### src/rtl/nand_page_read_ctrl.sv
// nand_page_read_ctrl
// Sequences one NAND flash page read over the shared 8-bit I/O bus:
// read-setup command, five address cycles, read-confirm command, a wait on
// R/B#, then a RE#-clocked burst of the requested number of bytes.
//
// Ports
//   clk, rst          : clock, synchronous active-high reset
//   start             : one-cycle request, honoured only in IDLE
//   col_addr/row_addr : page address, latched on an accepted start
//   data_amount       : byte count, latched on an accepted start (0 allowed)
//   rb_n              : NAND ready/busy (low = busy)
//   in                : NAND I/O bus input
//   io_out, io_oe     : NAND I/O bus drive value and drive enable
//   CPINS             : [0]=WE# [1]=CE# [2]=CLE [3]=ALE [4]=RE#
//   data_out          : last captured read byte
//   data_valid        : one-cycle strobe, data_out holds a new byte
//   busy              : high from accepted start through the done cycle
//   done              : one-cycle completion pulse
//   timeout_err       : set with done when R/B# never rose; cleared on next start
module nand_page_read_ctrl #(
  parameter int unsigned TWB_CYCLES     = 8,
  parameter int unsigned TIMEOUT_CYCLES = 65535,
  parameter logic [7:0]  CMD_READ1      = 8'h00,
  parameter logic [7:0]  CMD_READ2      = 8'h30
) (
  input  logic        clk,
  input  logic        rst,
  input  logic        start,
  input  logic [15:0] col_addr,
  input  logic [23:0] row_addr,
  input  logic [15:0] data_amount,
  input  logic        rb_n,
  input  logic [7:0]  in,
  output logic [7:0]  io_out,
  output logic        io_oe,
  output logic [4:0]  CPINS,
  output logic [7:0]  data_out,
  output logic        data_valid,
  output logic        busy,
  output logic        done,
  output logic        timeout_err
);

  typedef enum logic [3:0] {
    ST_IDLE, ST_CMD1_L, ST_CMD1_H, ST_ADDR_L, ST_ADDR_H, ST_CMD2_L, ST_CMD2_H,
    ST_WAIT_BUSY, ST_WAIT_READY, ST_RD_L, ST_RD_H, ST_DONE
  } state_t;

  // Wait counters compare against the last cycle index, so a state lasts
  // exactly N cycles when the counter starts at zero on entry.
  localparam logic [15:0] TWB_LAST = 16'(TWB_CYCLES - 1);
  localparam logic [15:0] TO_LAST  = 16'(TIMEOUT_CYCLES - 1);

  state_t      state_r;
  logic [15:0] col_r;
  logic [23:0] row_r;
  logic [15:0] amount_r;
  logic [2:0]  addr_cnt_r;
  logic [15:0] byte_cnt_r;
  logic [15:0] wait_cnt_r;
  logic        we_r, ce_r, cle_r, ale_r, re_r;
  logic [7:0]  io_out_r;
  logic        io_oe_r;
  logic [7:0]  data_out_r;
  logic        data_valid_r, busy_r, done_r, timeout_err_r;

  // Address byte for each of the five address cycles, column first, LSB first.
  function automatic logic [7:0] addr_byte(input logic [2:0]  idx,
                                           input logic [15:0] col,
                                           input logic [23:0] row);
    logic [7:0] b;
    case (idx)
      3'd0:    b = col[7:0];
      3'd1:    b = col[15:8];
      3'd2:    b = row[7:0];
      3'd3:    b = row[15:8];
      3'd4:    b = row[23:16];
      default: b = 8'h00;
    endcase
    return b;
  endfunction

  // Sequencer: state and every output register are updated together, so each
  // output reflects the state being entered.
  always_ff @(posedge clk) begin
    if (rst) begin
      state_r       <= ST_IDLE;
      col_r         <= 16'h0000;
      row_r         <= 24'h000000;
      amount_r      <= 16'h0000;
      addr_cnt_r    <= 3'd0;
      byte_cnt_r    <= 16'h0000;
      wait_cnt_r    <= 16'h0000;
      we_r          <= 1'b1;
      ce_r          <= 1'b1;
      cle_r         <= 1'b0;
      ale_r         <= 1'b0;
      re_r          <= 1'b1;
      io_out_r      <= 8'h00;
      io_oe_r       <= 1'b0;
      data_out_r    <= 8'h00;
      data_valid_r  <= 1'b0;
      busy_r        <= 1'b0;
      done_r        <= 1'b0;
      timeout_err_r <= 1'b0;
    end else begin
      data_valid_r <= 1'b0;
      done_r       <= 1'b0;
      case (state_r)
        ST_IDLE: begin
          if (start) begin
            col_r         <= col_addr;
            row_r         <= row_addr;
            amount_r      <= data_amount;
            byte_cnt_r    <= 16'h0000;
            timeout_err_r <= 1'b0;
            busy_r        <= 1'b1;
            ce_r          <= 1'b0;
            cle_r         <= 1'b1;
            we_r          <= 1'b0;
            io_oe_r       <= 1'b1;
            io_out_r      <= CMD_READ1;
            state_r       <= ST_CMD1_L;
          end
        end
        ST_CMD1_L: begin
          we_r    <= 1'b1;
          state_r <= ST_CMD1_H;
        end
        ST_CMD1_H: begin
          cle_r      <= 1'b0;
          ale_r      <= 1'b1;
          we_r       <= 1'b0;
          addr_cnt_r <= 3'd0;
          io_out_r   <= addr_byte(3'd0, col_r, row_r);
          state_r    <= ST_ADDR_L;
        end
        ST_ADDR_L: begin
          we_r    <= 1'b1;
          state_r <= ST_ADDR_H;
        end
        ST_ADDR_H: begin
          we_r <= 1'b0;
          if (addr_cnt_r == 3'd4) begin
            ale_r    <= 1'b0;
            cle_r    <= 1'b1;
            io_out_r <= CMD_READ2;
            state_r  <= ST_CMD2_L;
          end else begin
            addr_cnt_r <= addr_cnt_r + 3'd1;
            io_out_r   <= addr_byte(addr_cnt_r + 3'd1, col_r, row_r);
            state_r    <= ST_ADDR_L;
          end
        end
        ST_CMD2_L: begin
          we_r    <= 1'b1;
          state_r <= ST_CMD2_H;
        end
        ST_CMD2_H: begin
          cle_r      <= 1'b0;
          io_oe_r    <= 1'b0;
          wait_cnt_r <= 16'h0000;
          state_r    <= ST_WAIT_BUSY;
        end
        ST_WAIT_BUSY: begin
          // A ready line that never drops still costs the full tWB window.
          if (!rb_n || (wait_cnt_r == TWB_LAST)) begin
            wait_cnt_r <= 16'h0000;
            state_r    <= ST_WAIT_READY;
          end else begin
            wait_cnt_r <= wait_cnt_r + 16'd1;
          end
        end
        ST_WAIT_READY: begin
          if (rb_n) begin
            if (amount_r == 16'h0000) begin
              ce_r    <= 1'b1;
              done_r  <= 1'b1;
              state_r <= ST_DONE;
            end else begin
              re_r    <= 1'b0;
              state_r <= ST_RD_L;
            end
          end else if (wait_cnt_r == TO_LAST) begin
            timeout_err_r <= 1'b1;
            ce_r          <= 1'b1;
            done_r        <= 1'b1;
            state_r       <= ST_DONE;
          end else begin
            wait_cnt_r <= wait_cnt_r + 16'd1;
          end
        end
        ST_RD_L: begin
          // Byte is taken at the RE# rising edge, i.e. at the end of RD_L.
          re_r         <= 1'b1;
          data_out_r   <= in;
          data_valid_r <= 1'b1;
          byte_cnt_r   <= byte_cnt_r + 16'd1;
          state_r      <= ST_RD_H;
        end
        ST_RD_H: begin
          if (byte_cnt_r < amount_r) begin
            re_r    <= 1'b0;
            state_r <= ST_RD_L;
          end else begin
            ce_r    <= 1'b1;
            done_r  <= 1'b1;
            state_r <= ST_DONE;
          end
        end
        ST_DONE: begin
          busy_r   <= 1'b0;
          io_out_r <= 8'h00;
          state_r  <= ST_IDLE;
        end
        default: begin
          we_r     <= 1'b1;
          ce_r     <= 1'b1;
          cle_r    <= 1'b0;
          ale_r    <= 1'b0;
          re_r     <= 1'b1;
          io_oe_r  <= 1'b0;
          busy_r   <= 1'b0;
          state_r  <= ST_IDLE;
        end
      endcase
    end
  end

  assign CPINS       = {re_r, ale_r, cle_r, ce_r, we_r};
  assign io_out      = io_out_r;
  assign io_oe       = io_oe_r;
  assign data_out    = data_out_r;
  assign data_valid  = data_valid_r;
  assign busy        = busy_r;
  assign done        = done_r;
  assign timeout_err = timeout_err_r;

endmodule

### config.mk
export PLATFORM = sky130hd
export DESIGN_NAME = nand_page_read_ctrl
export DESIGN_NICKNAME = d
export VERILOG_FILES = /design/src/rtl/nand_page_read_ctrl.sv
export SDC_FILE = /design/constraint.sdc
export NUM_CORES = 1
export LEC_CHECK = 0
export CAP_MARGIN = 10
export CORE_UTILIZATION = 61
export CTS_CLUSTER_DIAMETER = 30
export DETAILED_ROUTE_END_ITERATION = 6
export DONT_BUFFER_PORTS = 1
export PLACE_DENSITY = 0.77
export SYNTH_ARGS = -nofsm -noshare
export SYNTH_HDL_FRONTEND = slang
export SYNTH_SLANG_ARGS = --single-unit
### constraint.sdc
create_clock -name clk -period 6.6 [get_ports clk]
set_input_delay 1.32 -clock clk [delete_from_list [all_inputs] [get_ports clk]]
set_output_delay 1.32 -clock clk [all_outputs]
set_load 0.01 [all_outputs]
### Word level (Yosys, flattened, before mapping)

Cells that the tools add are included.

* add/subtract/negate cells: 3
* $lt $le $gt $ge: 1
* equal/unequal tests: 31
* mux-type cells: 46
* bitwise operators: 7
* reductions and logical operators: 32

Operators by type and width (count)
* 16-bit 2-to-1 mux: 4
* 16-bit case mux with 3 select lines: 1
* 4-bit case mux with 11 select lines: 1
* 8-bit case mux with 5 select lines: 1
* 16-bit by 1-bit adder with 16-bit output, second input constant: 2
* 16-bit case mux with 2 select lines: 1
* 8-bit case mux with 4 select lines: 1
* 10-bit OR reduction: 3
* 2-bit != test, second input constant: 11
* 9-bit OR reduction: 2
* 1-bit 2-to-1 mux: 17
* 16-bit == test, second input constant: 1
* 16-bit by 3-bit == test with 1-bit output, second input constant: 1
* 4-bit by 3-bit == test with 1-bit output, second input constant: 4
* 4-bit == test, second input constant: 4
* 16-bit zero test: 1
* 16-bit less-than comparator: 1
* 4-bit 2-to-1 mux: 4
* 8-bit 2-to-1 mux: 2
* 2-bit AND reduction: 8
* 1-bit case mux with 3 select lines: 4
* 3-bit AND reduction: 3
* 4-bit by 2-bit == test with 1-bit output, second input constant: 2
* 1-bit case mux with 2 select lines: 4
* 23 further kinds: 37

* register bits after elaboration: 121
* input bits: 68
* logic and storage cells: 139

### Longest topological paths before layout

* word-level depth: 5
* depth in mapped cells: 9

### Least setup slack after synthesis

No wires, ideal clock.

* path type: input -> register
* from: input rb_n
* to: register wait_cnt_r[14]
* setup time: 0.128 ns
* arrival time: 2.184 ns
* path slack: 4.288 ns
* stages: 6
* path buffers: 1
* cells stage by stage: o22a_1 > a31oi_4 > buf_4 > nand4_1 > xor2_1 > nor2_1

* cells in the longest elaborated chain, start to end: 4
* elaborated cells between the ends (all ways): 6
* those cells by class: eq/ne: 1; mux: 2; reduce/logical: 3

Ends and longest elaborated chain
* start: declaration: line 32 `input logic rb_n,`
* 1-bit zero test: line 167 `if (!rb_n || (wait_cnt_r == TWB_LAST)) begin`
* 1-bit logical OR: line 167
* 16-bit 2-to-1 mux: line 167
* 16-bit case mux with 3 select lines: line 109 `case (state_r)`
* end signal: assignment: line 171 `wait_cnt_r <= wait_cnt_r + 16'd1;`
* end signal: assignment: line 190 `wait_cnt_r <= wait_cnt_r + 16'd1;`
* end: declaration: line 60 `logic [15:0] wait_cnt_r;`

Several ways; a longest one is shown, not always the timed one.
A chain may end at the register's enable or synchronous reset.

### Worst setup path after layout

* from: register state_r[1]
* to: register byte_cnt_r[12]

* cells in the longest elaborated chain, start to end: 3
* elaborated cells between the ends (all ways): 6
* those cells by class: eq/ne: 2; mux: 1; reduce/logical: 3

Ends and longest elaborated chain
* start: declaration: line 54 `state_t state_r;`
* start signal: assignment: line 87 `state_r <= ST_IDLE;`
* start signal: assignment: line 123 `state_r <= ST_CMD1_L;`
* start signal: assignment: line 128 `state_r <= ST_CMD1_H;`
* 4-bit == test or 4-bit zero test (tied branches): line 109
* 2-bit nonzero test (no source line) or 2-bit != test (tied branches)
* 2-bit AND reduction (no source line)
* end signal: assignment: line 198 `byte_cnt_r <= byte_cnt_r + 16'd1;`
* end: declaration: line 59 `logic [15:0] byte_cnt_r;`

Several ways; a longest one is shown, not always the timed one.

==> qor.txt <==
status = finished, final reports clean
RD Place Congestion = 0.936
unrepaired setup endpoints after global routing = false
Syn-to-layout area delta = 8.23%
max cap viols = 0
overall power = 1750 uW
met2 WL post-DR = 5900 um
worst-path cell chain = nor2_1, nand3_1, nor3_1, nand3_1, mux2_2, nor2_1
die height = 99.0 um
count leader, synth = nand2_1
share of cells above drive strength 1 = 0.0722
EDFF count, synth = 0
ant diodes = 0
Metal-1 WL = 6000 um
via count = 5047
routed len/inst = 15.7 um
top achievable clock speed = 0.376 GHz
hold path cells = 2
total track usage = 0.275
CTS Sinks = 121
syn nets = 828
Worst Hold Class = flip-flop to flip-flop
Top Metal Used = met4
die area = 9790 um^2
most common library cells after synthesis = nand2_1 (168), dfxtp_1 (121), a21oi_1 (94), nor2_1 (72), clkbuf_1 (38)
Core Rows = 35
Final setup viols = 0
Die Width = 99.0 um
main combinational cell family by area after synthesis = simple AND/OR/NAND/NOR gates
post-CTS setup buffers = 0
Initial Utilization = 0.627
Post-Route WL = 13000 um
Yosys cell types = 54
Max Slew Vio Count = 0
post-layout util = 0.678
post-synthesis adder-cell area fraction = 0.0524
final worst-path cycle share = 0.403
CTS max path bufs = 2
Tmin final = 2.66 ns
Synth Warn # = 0
Final nets = 799
Crit path required time = 7.05 ns
post-route ant nets = 0
Crit Path Max Fanout = 19
CP arrival = 3.11 ns
number of global-route vias before repair = 4679
CP max-delay cell = nand3_1
cell taking the most area after synthesis = dfxtp_1
Slew @ Worst Pin = 1.06 ns
ys flop type = dfxtp_1
Resized Gates After CTS = 0
P per Cell Area = 282 nW/um^2
Synth Area in Simple Gates = 0.248
TNS Setup = 0 ns
WHS = 0.451 ns
number of cells on the worst reg-to-reg path = 6
antenna violations before repair = 0
Setup crit start kind = flip-flop
Clock transition at path regs = 0.06 ns
hpwl dp = 8850 um
TritonCTS Buffers = 17
critical path class = flip-flop to flip-flop
post-synthesis compound-gate area fraction = 0.173
post-synthesis sequential area ratio = 0.422
Fin Clk Skew = 0.00588 ns
Largest delay share family, worst path = simple AND/OR/NAND/NOR gates
metal3 WL = 880 um
DRT Pass-1 Iters = 6
global-route wire length before repair = 21700 um
largest cells by area after synthesis = dfxtp_1 (42%), nand2_1 (11%), a21oi_1 (8.2%)
max incr delay on CP = 0.62 ns
CTS Hold Buffers Added = 0
clock latency on the worst-skew pair = 0.52 ns
post-synth top area share = 0.422
CP bufs+invs = 0
IO Pins = 94
worst reg2reg setup slack = 3.94 ns
post-synthesis mux area share = 0.0207
CTS tree = built
IR drop worst, VDD = 0.162 mV
DRC = 0
Worst path depth = 6
Port Buffers = 0
final hold violation count = 0
Synth Register Bits = 121
largest net degree at the start of global routing = 109
xor/xnor share of the synthesized area = 0.0260
P_leak = 0.00224 uW
Post-Synthesis Mean Instance Area = 7.79 um^2
clock root buffer = clkbuf_8
grt ovf = 0
H-tree depth = 4
cell count after synthesis = 736
via-per-instance ratio = 6.07
max-slew headroom at the worst pin = 0.296
Mapped Area = 5730 um^2
Synth async-reset ratio = 0
DRT iter0 DRCs = 375
Setup crit end kind = flip-flop
core area = 9150 um^2
sequential cells by signal (all words and copies together) (netlist names):
name and flops:
re_r 1, byte_cnt_r 16, ce_r 1, data_out 8, cle_r 1, timeout_err 1
row_r 24, we_r 1, data_valid 1, state_r 4, io_out 8, col_r 16
wait_cnt_r 16, done 1, ale_r 1, amount_r 16, addr_cnt_r 3, io_oe 1
busy 1
stage by stage:
stage | instances | area, um^2 | setup slack, ns
2_1_floorplan | 736 | 5730 | 4.29
3_3_place_gp | 798 | 5670 | 4.02
3_5_place_dp | 798 | 5670 | 3.97
4_1_cts | 830 | 6200 | 3.94
5_1_grt | 831 | 6210 | 3.69
6_report | 831 | 6210 | 3.94
cell families after synthesis:
kind of cell / Yosys count
compound gates: 160
xor+xnor: 17
fa+ha+maj: 24
buf+inv: 77
flops: 121
mux: 11
simple gates: 326
worst paths after layout:
path | start | endpoint
setup reg to reg | state_r[1]$_SDFFE_PP0P_ | byte_cnt_r[12]$_SDFFE_PP0P_
hold reg to reg | col_r[2]$_SDFFE_PP0P_ | col_r[2]$_SDFFE_PP0P_
hold / removal | col_r[2]$_SDFFE_PP0P_ | col_r[2]$_SDFFE_PP0P_
setup / recovery | state_r[1]$_SDFFE_PP0P_ | byte_cnt_r[12]$_SDFFE_PP0P_
cell type report:
type | count | area [um^2]
clock buffer | 19 | 432
clock inverter | 13 | 96.3
fill | 758 | 2950
inverter | 26 | 97.6
multi-input combinational | 538 | 3000
sequential | 121 | 2420
tap | 111 | 139
timing repair buffer | 3 | 22.5
layout by cell type, fill, tap and decap left out, drive strengths merged, types with 13 or more instances in the layout:
| cell | Yosys | final |
|---|---|---|
| a222oi | 14 | 14 |
| clkbuf | 38 | 19 |
| a21oi | 94 | 94 |
| nand3 | 29 | 29 |
| nor2 | 72 | 72 |
| dfxtp | 121 | 121 |
| inv | 26 | 30 |
| nand2 | 168 | 168 |
| ha | 24 | 24 |
| nor3 | 14 | 14 |
| xor2 | 13 | 13 |
| o21ai | 20 | 20 |
report_power, final:
group | switching, uW | internal (uW) | total (uW) | leakage, uW
clock | 343 | 473 | 816 | 0.000247
combinational | 88.7 | 49.4 | 138 | 0.00101
sequential | 29.7 | 764 | 794 | 0.000985
routing by layer:
layer,GRT usage,vias up
met2,0.430,187
met3,0.0738,23
met5,0,-
met4,0.0976,0
li1,-,2486
met1,0.368,2351
worst min-delay path, delay by kind of cell (launching register included):
| family | cells | cell delay (ns) |
|---|---|---|
| AO/OA/AOI/OAI | 1 | 0.05 |
| flip-flops | 1 | 0.31 |
| AND/OR/NAND/NOR | 1 | 0.05 |
(Power assumes the default switching activity.)
==> RTL change: new RTL, same settings <==
Add an input register stage for `start`, `col_addr`, `row_addr`, `data_amount`, `rb_n` and `in`; this delays them by one clock. Comments in the files are not updated.
--- a/src/rtl/nand_page_read_ctrl.sv
+++ b/src/rtl/nand_page_read_ctrl.sv
@@ -51,6 +51,22 @@
   localparam logic [15:0] TWB_LAST = 16'(TWB_CYCLES - 1);
   localparam logic [15:0] TO_LAST  = 16'(TIMEOUT_CYCLES - 1);
 
+  logic start_q;
+  logic [15:0] col_addr_q;
+  logic [23:0] row_addr_q;
+  logic [15:0] data_amount_q;
+  logic rb_n_q;
+  logic [7:0] in_q;
+
+  always_ff @(posedge clk) begin
+    start_q       <= start;
+    col_addr_q    <= col_addr;
+    row_addr_q    <= row_addr;
+    data_amount_q <= data_amount;
+    rb_n_q        <= rb_n;
+    in_q          <= in;
+  end
+
   state_t      state_r;
   logic [15:0] col_r;
   logic [23:0] row_r;
@@ -108,10 +124,10 @@
       done_r       <= 1'b0;
       case (state_r)
         ST_IDLE: begin
-          if (start) begin
-            col_r         <= col_addr;
-            row_r         <= row_addr;
-            amount_r      <= data_amount;
+          if (start_q) begin
+            col_r         <= col_addr_q;
+            row_r         <= row_addr_q;
+            amount_r      <= data_amount_q;
             byte_cnt_r    <= 16'h0000;
             timeout_err_r <= 1'b0;
             busy_r        <= 1'b1;
@@ -164,7 +180,7 @@
         end
         ST_WAIT_BUSY: begin
           // A ready line that never drops still costs the full tWB window.
-          if (!rb_n || (wait_cnt_r == TWB_LAST)) begin
+          if (!rb_n_q || (wait_cnt_r == TWB_LAST)) begin
             wait_cnt_r <= 16'h0000;
             state_r    <= ST_WAIT_READY;
           end else begin
@@ -172,7 +188,7 @@
           end
         end
         ST_WAIT_READY: begin
-          if (rb_n) begin
+          if (rb_n_q) begin
             if (amount_r == 16'h0000) begin
               ce_r    <= 1'b1;
               done_r  <= 1'b1;
@@ -193,7 +209,7 @@
         ST_RD_L: begin
           // Byte is taken at the RE# rising edge, i.e. at the end of RD_L.
           re_r         <= 1'b1;
-          data_out_r   <= in;
+          data_out_r   <= in_q;
           data_valid_r <= 1'b1;
           byte_cnt_r   <= byte_cnt_r + 16'd1;
           state_r      <= ST_RD_H;
Formal check against the unedited RTL: not equivalent (Yosys sat finds a counterexample within 4 cycles, from zero or initial values and one cycle with rst high).
==> RTL change against the unedited design <==
First-iteration DRC count increased by 34%; the run now ends with design-rule violations left; sequential share of layout area is 9.2 points higher; worst setup slack got worse by 0.50 ns; largest cell class is now flip-flops and latches; sequential cell count up 66; combinational power is 49% higher; synthesized cell count increased by 11%; global-route usage fell by 2.3 points; wire length increased by 18%; highest routed layer unchanged; total power increased by 41%; cell area grew 25%; area after synthesis grew 26%.
==> RTL change: results (changes against the unedited design) <==
HPWL Detailed=10200 µm (was 8850 µm); measured slew at the worst slew-check pin=1.23 ns (was 1.06 ns); minimum setup slack among reg-to-reg paths=3.44 ns (was 3.94 ns); total placed instance area=0.00718 mm² (was 0.00567 mm²); largest driver fanout on the critical path=25 (was 19); routability-driven placement congestion ratio=0.853 (was 0.936); Post-Synthesis Net Count=906 (was 828); XOR/XNOR Fraction of Synth Area=1.33% (was 2.60%); number of warning messages in the yosys log=0 (unchanged); Detail Route met2 WL=7730 µm (was 5900 µm); maximum ir drop on the vdd rail=0.295 mV (was 0.162 mV); total global-route track usage=25.3% (was 27.5%); area fraction in compound gates after synthesis=16.3% (was 17.3%); number of enable flip-flop cells after synthesis=0 (unchanged); share of post-route cells with drive strength above 1=5.81% (was 7.22%); Critical-path top delay cell=nor4_1 (was nand3_1); Finished Layout Cells=935 (was 831); routed wire length per instance=16.4 µm (was 15.7 µm); status=complete, but fails checks (was finished clean); violated checks=design-rule violations; Regs by FF count=row_addr_q x24, row_r x24; drt pass-1 iters=7 (was 6); synthesized-area fraction occupied by adder cells=4.16% (was 5.24%); nets@finish=872 (was 799); global-route wire length before repair=25100 µm (was 21700 µm); wire length on met3=828 µm (was 880 µm); static leakage=0.00282 µW (was 0.00224 µW); part of the Yosys area used for sequential elements=51.9% (was 42.2%); insertion delay to the later sink of the worst-skew pair=0.43 ns (was 0.52 ns); clock tree root buffer cell=clkbuf_16 (was clkbuf_8); filler cell count=911 (was 758); slowest cell delay on critical path=0.88 ns (was 0.62 ns); iteration-0 DRC count of the detailed router=501 (was 375); synthesized area per cell=8.87 µm² (was 7.79 µm²); number of distinct library cell variants in the gate-level netlist after synthesis=59 (was 54); mean number of vias per cell=6.02 (was 6.07); residual DRC count=1 (was 0); metal1 wirelength=6570 µm (was 6000 µm); largest cells by area after synthesis=dfxtp_1 52%, nand2_1 8.5%, a21oi_1 6.7% (was dfxtp_1 42%, nand2_1 11%, a21oi_1 8.2%); maximum number of pins on one net before global-route repair=103 (was 109); data arrival time at the worst-slack endpoint=3.53 ns (was 3.11 ns); placed cell count=904 (was 798); via count of the first global-routing pass=5402 (was 4679)
## RTL change: changes by cell type after synthesis, moves of 6 or more
cell / unedited run / this run
dfxtp_1: 121 / 187
nor2_1: 72 / 48
xor2_1: 13 / 2
o31ai_1: 0 / 8
and2_1: 3 / 9
## RTL change: final timing paths
check,start,to,cells past startpoint
min,in_q[6],data_out[6],2
min reg2reg,in_q[6],data_out[6],2
max,state_r[3],byte_cnt_r[13],5
max reg2reg,state_r[3],byte_cnt_r[13],5
## RTL change: logic make-up after synthesis
family	Yosys count
adders and majority gates	24
xor gates and xnor gates	11
DFF	187
muxes	7
and+or+nand+nor	317
buffers and inverters	81
AOI/OAI and AO/OA	187
## RTL change: per-layer routing
| metal | vias up | global-route usage [%] |
|---|---|---|
| li1 | 2773 | - |
| met1 | 2663 | 29.6 |
| met2 | 177 | 44.3 |
| met3 | 20 | 7.16 |
| met4 | 0 | 8.44 |
| met5 | - | 0 |
## RTL change: final cells by class
type	count	area, µm²	share of cell area, %
clock buffer	20	447	5.75
inverter	27	101	1.31
timing repair buffer	1	7.51	0.0967
clock inverter	11	138	1.77
multi-input combinational	546	3150	40.6
sequential	187	3740	48.2
tap	143	179	2.30
## RTL change: worst reg2reg max path, cell delays in order, from the launching register on
cell,delay (ns)
dfxtp_1,0.87
nand4bb_1,0.81
nor4_1,0.88
nand3_1,0.17
mux2_2,0.30
nor2_1,0.08
## RTL change: power by group
part	switching, µW	leakage [µW]	internal, µW
sequential	53.8	0.00154	1190
combinational	133	0.000998	72.2
clock	434	0.000281	574
total	621	0.00282	1840
## RTL change: through the flow
step                utilization (%)  setup slack [ns]  hold slack (ns)  power, µW
floorplan                         -              4.45            0.417       1440
finish                         67.7              3.44            0.433       2460
CTS                            67.7              3.46            0.432       2470
detailed placement             62.6              3.51            0.423       1470
global placement               62.6              3.68            0.416       1460
global route                   67.7              3.17            0.442       2560
